--- config.mk ---
export PLATFORM = sky130hd
export DESIGN_NAME = srl16_fifo_ctrl
export DESIGN_NICKNAME = d
export VERILOG_FILES = /design/src/rtl/srl16_fifo_ctrl.sv
export SDC_FILE = /design/constraint.sdc
export NUM_CORES = 1
export LEC_CHECK = 0
export ABC_AREA = 0
export CORE_MARGIN = 1
export CORE_UTILIZATION = 39
export CTS_CLUSTER_DIAMETER = 120
export DETAILED_ROUTE_END_ITERATION = 12
export PLACE_DENSITY = 0.76
export SETUP_SLACK_MARGIN = 0.1
export SLEW_MARGIN = 20
export SYNTH_ARGS = -nofsm -noshare
export SYNTH_HDL_FRONTEND = slang
export SYNTH_SLANG_ARGS = --single-unit
--- constraint.sdc ---
create_clock -name CLK -period 3 [get_ports CLK]
set_input_delay 0.6 -clock CLK [delete_from_list [all_inputs] [get_ports CLK]]
set_output_delay 0.6 -clock CLK [all_outputs]
set_load 0.01 [all_outputs]
--- src/rtl/srl16_fifo_ctrl.sv ---
// Controller sequencing WIDTH SRL16E cells as a 16-deep shift-register FIFO
// with one registered output stage and valid/ready handshakes on both sides.
module srl16_fifo_ctrl #(
  parameter int unsigned WIDTH    = 8,
  parameter int unsigned AF_LEVEL = 14
) (
  input  logic             CLK,
  input  logic             CLR,
  input  logic             flush,
  input  logic             in_valid,
  output logic             in_ready,
  input  logic [WIDTH-1:0] in_data,
  output logic [WIDTH-1:0] srl_d,
  output logic             srl_ce,
  output logic [3:0]       srl_addr,
  input  logic [WIDTH-1:0] srl_q,
  output logic             out_valid,
  input  logic             out_ready,
  output logic [WIDTH-1:0] out_data,
  output logic [4:0]       count,
  output logic             almost_full
);

  localparam int unsigned CNT_W = 5;
  localparam int unsigned DEPTH = 16;

  typedef enum logic [1:0] {
    ST_EMPTY = 2'd0,
    ST_RUN   = 2'd1,
    ST_FULL  = 2'd2
  } state_e;

  state_e           state_q, state_d;
  logic [CNT_W-1:0] srl_cnt_q, srl_cnt_d;
  logic             out_valid_q, out_valid_d;
  logic [WIDTH-1:0] out_data_q, out_data_d;
  logic [CNT_W-1:0] count_q, count_d;
  logic             almost_full_q, almost_full_d;
  logic             push;
  logic             load;

  // Next-state and handshake logic; flush overrides both push and load.
  always_comb begin
    in_ready      = CLR & ~flush & (state_q != ST_FULL);
    push          = in_valid & in_ready;
    load          = (state_q != ST_EMPTY) & (~out_valid_q | out_ready) & ~flush;
    srl_cnt_d     = srl_cnt_q;
    out_valid_d   = out_valid_q;
    out_data_d    = out_data_q;
    state_d       = state_q;
    count_d       = count_q;
    almost_full_d = almost_full_q;

    if (flush) begin
      srl_cnt_d   = '0;
      out_valid_d = 1'b0;
    end else begin
      srl_cnt_d = srl_cnt_q + CNT_W'(push) - CNT_W'(load);
      if (load) begin
        out_valid_d = 1'b1;
        out_data_d  = srl_q;
      end else if (out_ready) begin
        out_valid_d = 1'b0;
      end
    end

    if (srl_cnt_d == '0)                state_d = ST_EMPTY;
    else if (srl_cnt_d == CNT_W'(DEPTH)) state_d = ST_FULL;
    else                                 state_d = ST_RUN;

    count_d       = srl_cnt_d + CNT_W'(out_valid_d);
    almost_full_d = (count_d >= CNT_W'(AF_LEVEL));
  end

  always_ff @(posedge CLK or negedge CLR) begin
    if (!CLR) begin
      state_q       <= ST_EMPTY;
      srl_cnt_q     <= '0;
      out_valid_q   <= 1'b0;
      out_data_q    <= '0;
      count_q       <= '0;
      almost_full_q <= 1'b0;
    end else begin
      state_q       <= state_d;
      srl_cnt_q     <= srl_cnt_d;
      out_valid_q   <= out_valid_d;
      out_data_q    <= out_data_d;
      count_q       <= count_d;
      almost_full_q <= almost_full_d;
    end
  end

  // Oldest entry sits at tap srl_cnt-1; tap 0 when the SRL is empty.
  assign srl_addr    = (state_q == ST_EMPTY) ? 4'd0 : 4'(srl_cnt_q - CNT_W'(1));
  assign srl_ce      = push;
  assign srl_d       = in_data;
  assign out_valid   = out_valid_q;
  assign out_data    = out_data_q;
  assign count       = count_q;
  assign almost_full = almost_full_q;

endmodule
==> results.sh <==
export IMPL_drtIter0Drc=8
export IMPL_maxCapViolations=0
export IMPL_coreArea_mm2=0.00305
export IMPL_grt_max_degree=23
export IMPL_yosys_area_top_type="dfrtp_1"
export IMPL_die_area_mm2=0.00345
export IMPL_hold_violations=0
export IMPL_tightest_slew_ns=0.368
export IMPL_clock_fmax_ghz=0.350
export IMPL_layout_min_cycle_time_ns=2.86
export IMPL_worst_setup_path_type="in2reg"
export IMPL_viasPerCell=4.64
export IMPL_syn_num_nets=137
export IMPL_worstPathRequired_ns=3.25
export IMPL_finalCritPeriodShare=0.953
export IMPL_skew_ns=0.00322
export IMPL_clock_root_buffer="clkbuf_4"
export IMPL_synth_commonest_cells="dfrtp_1, nor2_1, ha_1, buf_4, mux2_2"
export IMPL_use_met2=0.297
export IMPL_synth_area_leaders="dfrtp_1, ha_1, mux2_2"
export IMPL_drive_gt1_frac=0.272
export IMPL_overflow=0
export IMPL_cts_sinks=22
export IMPL_finalInstanceArea_mm2=0.00177
export IMPL_antenna_found_initial=0
export IMPL_netlist_area_mm2=0.00125
export IMPL_setup_violations=0
export IMPL_clkTransAtPathRegs_ns=0.13
export IMPL_dp_slack_ns=-0.373
export IMPL_die_y_um=58.7
export IMPL_cp_slowest_cell="fa_1"
export IMPL_place_hpwl_mm=1.96
export IMPL_p_total_mw=2.28
export IMPL_synth_compound_area_frac=0.0419
export IMPL_nNetsFinal=180
export IMPL_synthCells=105
export IMPL_grtUsageTotal=0.158
export IMPL_yosys_warnings=0
export IMPL_r2r_start="state_q[1]"
export IMPL_slowest_delay_ns=0.51
export IMPL_timing_critical_path_fanout_max=3
export IMPL_grtUsageMet3=0.0549
export IMPL_dr_pass1_iters=2
export IMPL_worst_ep_arrival_time_ns=3.11
export IMPL_synth_top_area_frac=0.439
export IMPL_htree_levels=1
export IMPL_synth_xor_area_share=0.109
export IMPL_wl_per_cell_um=12.6
export IMPL_cts_made_buffers=3
export IMPL_status="complete, no violations"
export IMPL_ios=50
export IMPL_wirelength_mm=2.41
export IMPL_slew_viol_final=0
export IMPL_row_count=20
export IMPL_gp_congestion=0.853
export IMPL_num_vias=886
export IMPL_syn_area_per_cell_um2=11.9
export IMPL_ys_seq_area_frac=0.439
export IMPL_hp_class="reg2reg"
export IMPL_ant_nets=0
export IMPL_hold_buffers=0
export IMPL_critPathLaunch="CLR"
export IMPL_die_x_um=58.7
export IMPL_reg2reg_slack_ns=0.24
export IMPL_met1_usage=0.165
export IMPL_power_density_mw_per_mm2=1290
export IMPL_rsz0062_at_grt="false"
export IMPL_layout_cells_non_filler=191
export IMPL_start_util=0.411
export IMPL_diodes=0
export IMPL_cts_buffer_depth=2
export IMPL_worst_slack_ns=0.140
export IMPL_synth_ff_type="dfrtp_1"
export IMPL_cts_tree="built"
export IMPL_synth_edff_count=0
export IMPL_grt_pass1_vias=957
export IMPL_drcViolationCount=0
export IMPL_synth_adder_area_share=0.116
export IMPL_synth_seq_cells=22
export IMPL_yosysMostFrequentCell="dfrtp_1"
export IMPL_peakVddDrop_uv=809
export IMPL_dp_cells=186
export IMPL_clk_insertion_delay_late_ns=0.31
export IMPL_synth_cell_types=27
export IMPL_synthMuxAreaShare=0.0808
export IMPL_r2r_end="almost_full"
export IMPL_grt_busiest_layer="met2"
export IMPL_place_area_mm2=0.00170
export IMPL_endpoint="almost_full"
export IMPL_path_cells="clkdlybuf4s50_1 -> nor3b_1 -> and2_1 -> ha_2 -> fa_1 -> nor2b_4 -> ha_4 -> nand3_1 -> mux2_4 -> xnor2_4 -> o221ai_2"
export IMPL_relSlewSlack=0.753
export IMPL_area_growth_pct=41.4
export IMPL_synth_simple_area_share=0.145
export IMPL_worstRegToRegCells=12
export IMPL_total_leakage_power_nw=0.782
export IMPL_synth_top_family_by_area="simple AND/OR/NAND/NOR gates"
export IMPL_portBuffers=33
export IMPL_crit_path_start_kind="input port"
export IMPL_async_reset_ff_frac=1.00
export IMPL_grt_first_pass_wirelength_mm=4.04
export IMPL_crit_path_end_kind="flop"
## cells in the final DEF, fill, tap and decap left out, types with 2 or more instances in the layout
cell | netlist | routed
buf_4 | 8 | 14
nor3_1 | 3 | 3
mux2_2 | 8 | 7
xnor2_2 | 4 | 3
ha_1 | 10 | 8
nand2_1 | 3 | 3
nor2_1 | 12 | 11
xnor2_4 | 1 | 2
xnor2_1 | 4 | 4
clkbuf_4 | 0 | 3
and2_1 | 2 | 2
inv_1 | 6 | 6
nand3_1 | 2 | 2
dfrtp_1 | 22 | 22
clkdlybuf4s50_1 | 0 | 31
nor2b_1 | 5 | 3
dlygate4sd2_1 | 0 | 2
nand3b_1 | 2 | 2
a21oi_1 | 2 | 2
## worst max-delay path, delay by kind of cell
family,cells,cell delay (ns)
fa+ha+maj,3,0.87
simple gates,4,0.61
buf+inv,1,0.43
mux,1,0.31
compound gates,1,0.15
xor+xnor,1,0.13
## power breakdown
part	total, mW	switching, mW	internal (mW)
clock network	0.230	0.0944	0.135
registers	0.495	0.0649	0.430
logic	1.56	0.686	0.873
## cells by family (layout without fill, tap and decap cells)
group / count (synthesis) / after routing
buf+inv: 15 / 57
simple gates: 33 / 33
compound gates: 5 / 5
flops: 22 / 22
fa+ha+maj: 11 / 11
xor+xnor: 10 / 10
mux: 9 / 9
## metrics by stage
stage                     hold slack (ns)   util  setup TNS (ns)
after detailed placement            0.490  0.557          -0.689
after global placement              0.466  0.557          -0.577
final                               0.510  0.581               0
after CTS                           0.520  0.574               0
after floorplan                     0.304      -               0
after global routing                0.525  0.581               0
## sequential cells by signal, summed over array words and instances (netlist names)
register,count
srl_cnt_q,5
count,5
out_valid,1
out_data,8
almost_full,1
state_q,2
## layer usage
layer | wire, um | vias to the layer above | share of wire
met5 | 0 | - | 0
met4 | 38 | 0 | 0.016
met3 | 182 | 9 | 0.075
met2 | 1250 | 35 | 0.52
met1 | 939 | 418 | 0.39
li1 | - | 424 | -
## layout make-up
| class | count | area, um2 |
|---|---|---|
| clock buffers | 3 | 22.5 |
| inverters | 6 | 22.5 |
| clock inverters | 1 | 30.0 |
| repair buffers | 47 | 433 |
| flip-flops and latches | 22 | 551 |
| multi-input cells | 68 | 659 |
| well taps | 44 | 55.1 |
| fillers | 262 | 1280 |
## repair_timing
| item | CTS | global route |
|---|---|---|
| resized for setup | 2 | 2 |
| pin swaps | 4 | 4 |
| setup buffers | 0 | 1 |
| endpoints found under the hold margin | 0 | 0 |
| gates cloned | 0 | 0 |
| setup endpoints to repair | 2 | 2 |
## how the worst min path moves through the flow
stage	startpoint	end	slack [ns]	cells past startpoint
floorplan	CLR	almost_full	0.30	0
global placement	out_data[0]	out_data[0]	0.47	1
detailed placement	out_data[0]	out_data[0]	0.49	1
CTS	out_data[0]	out_data[0]	0.52	1
global route	out_data[0]	out_data[0]	0.53	1
finish	out_data[0]	out_data[0]	0.51	1
Note: power is estimated with default switching activity, not from simulation.
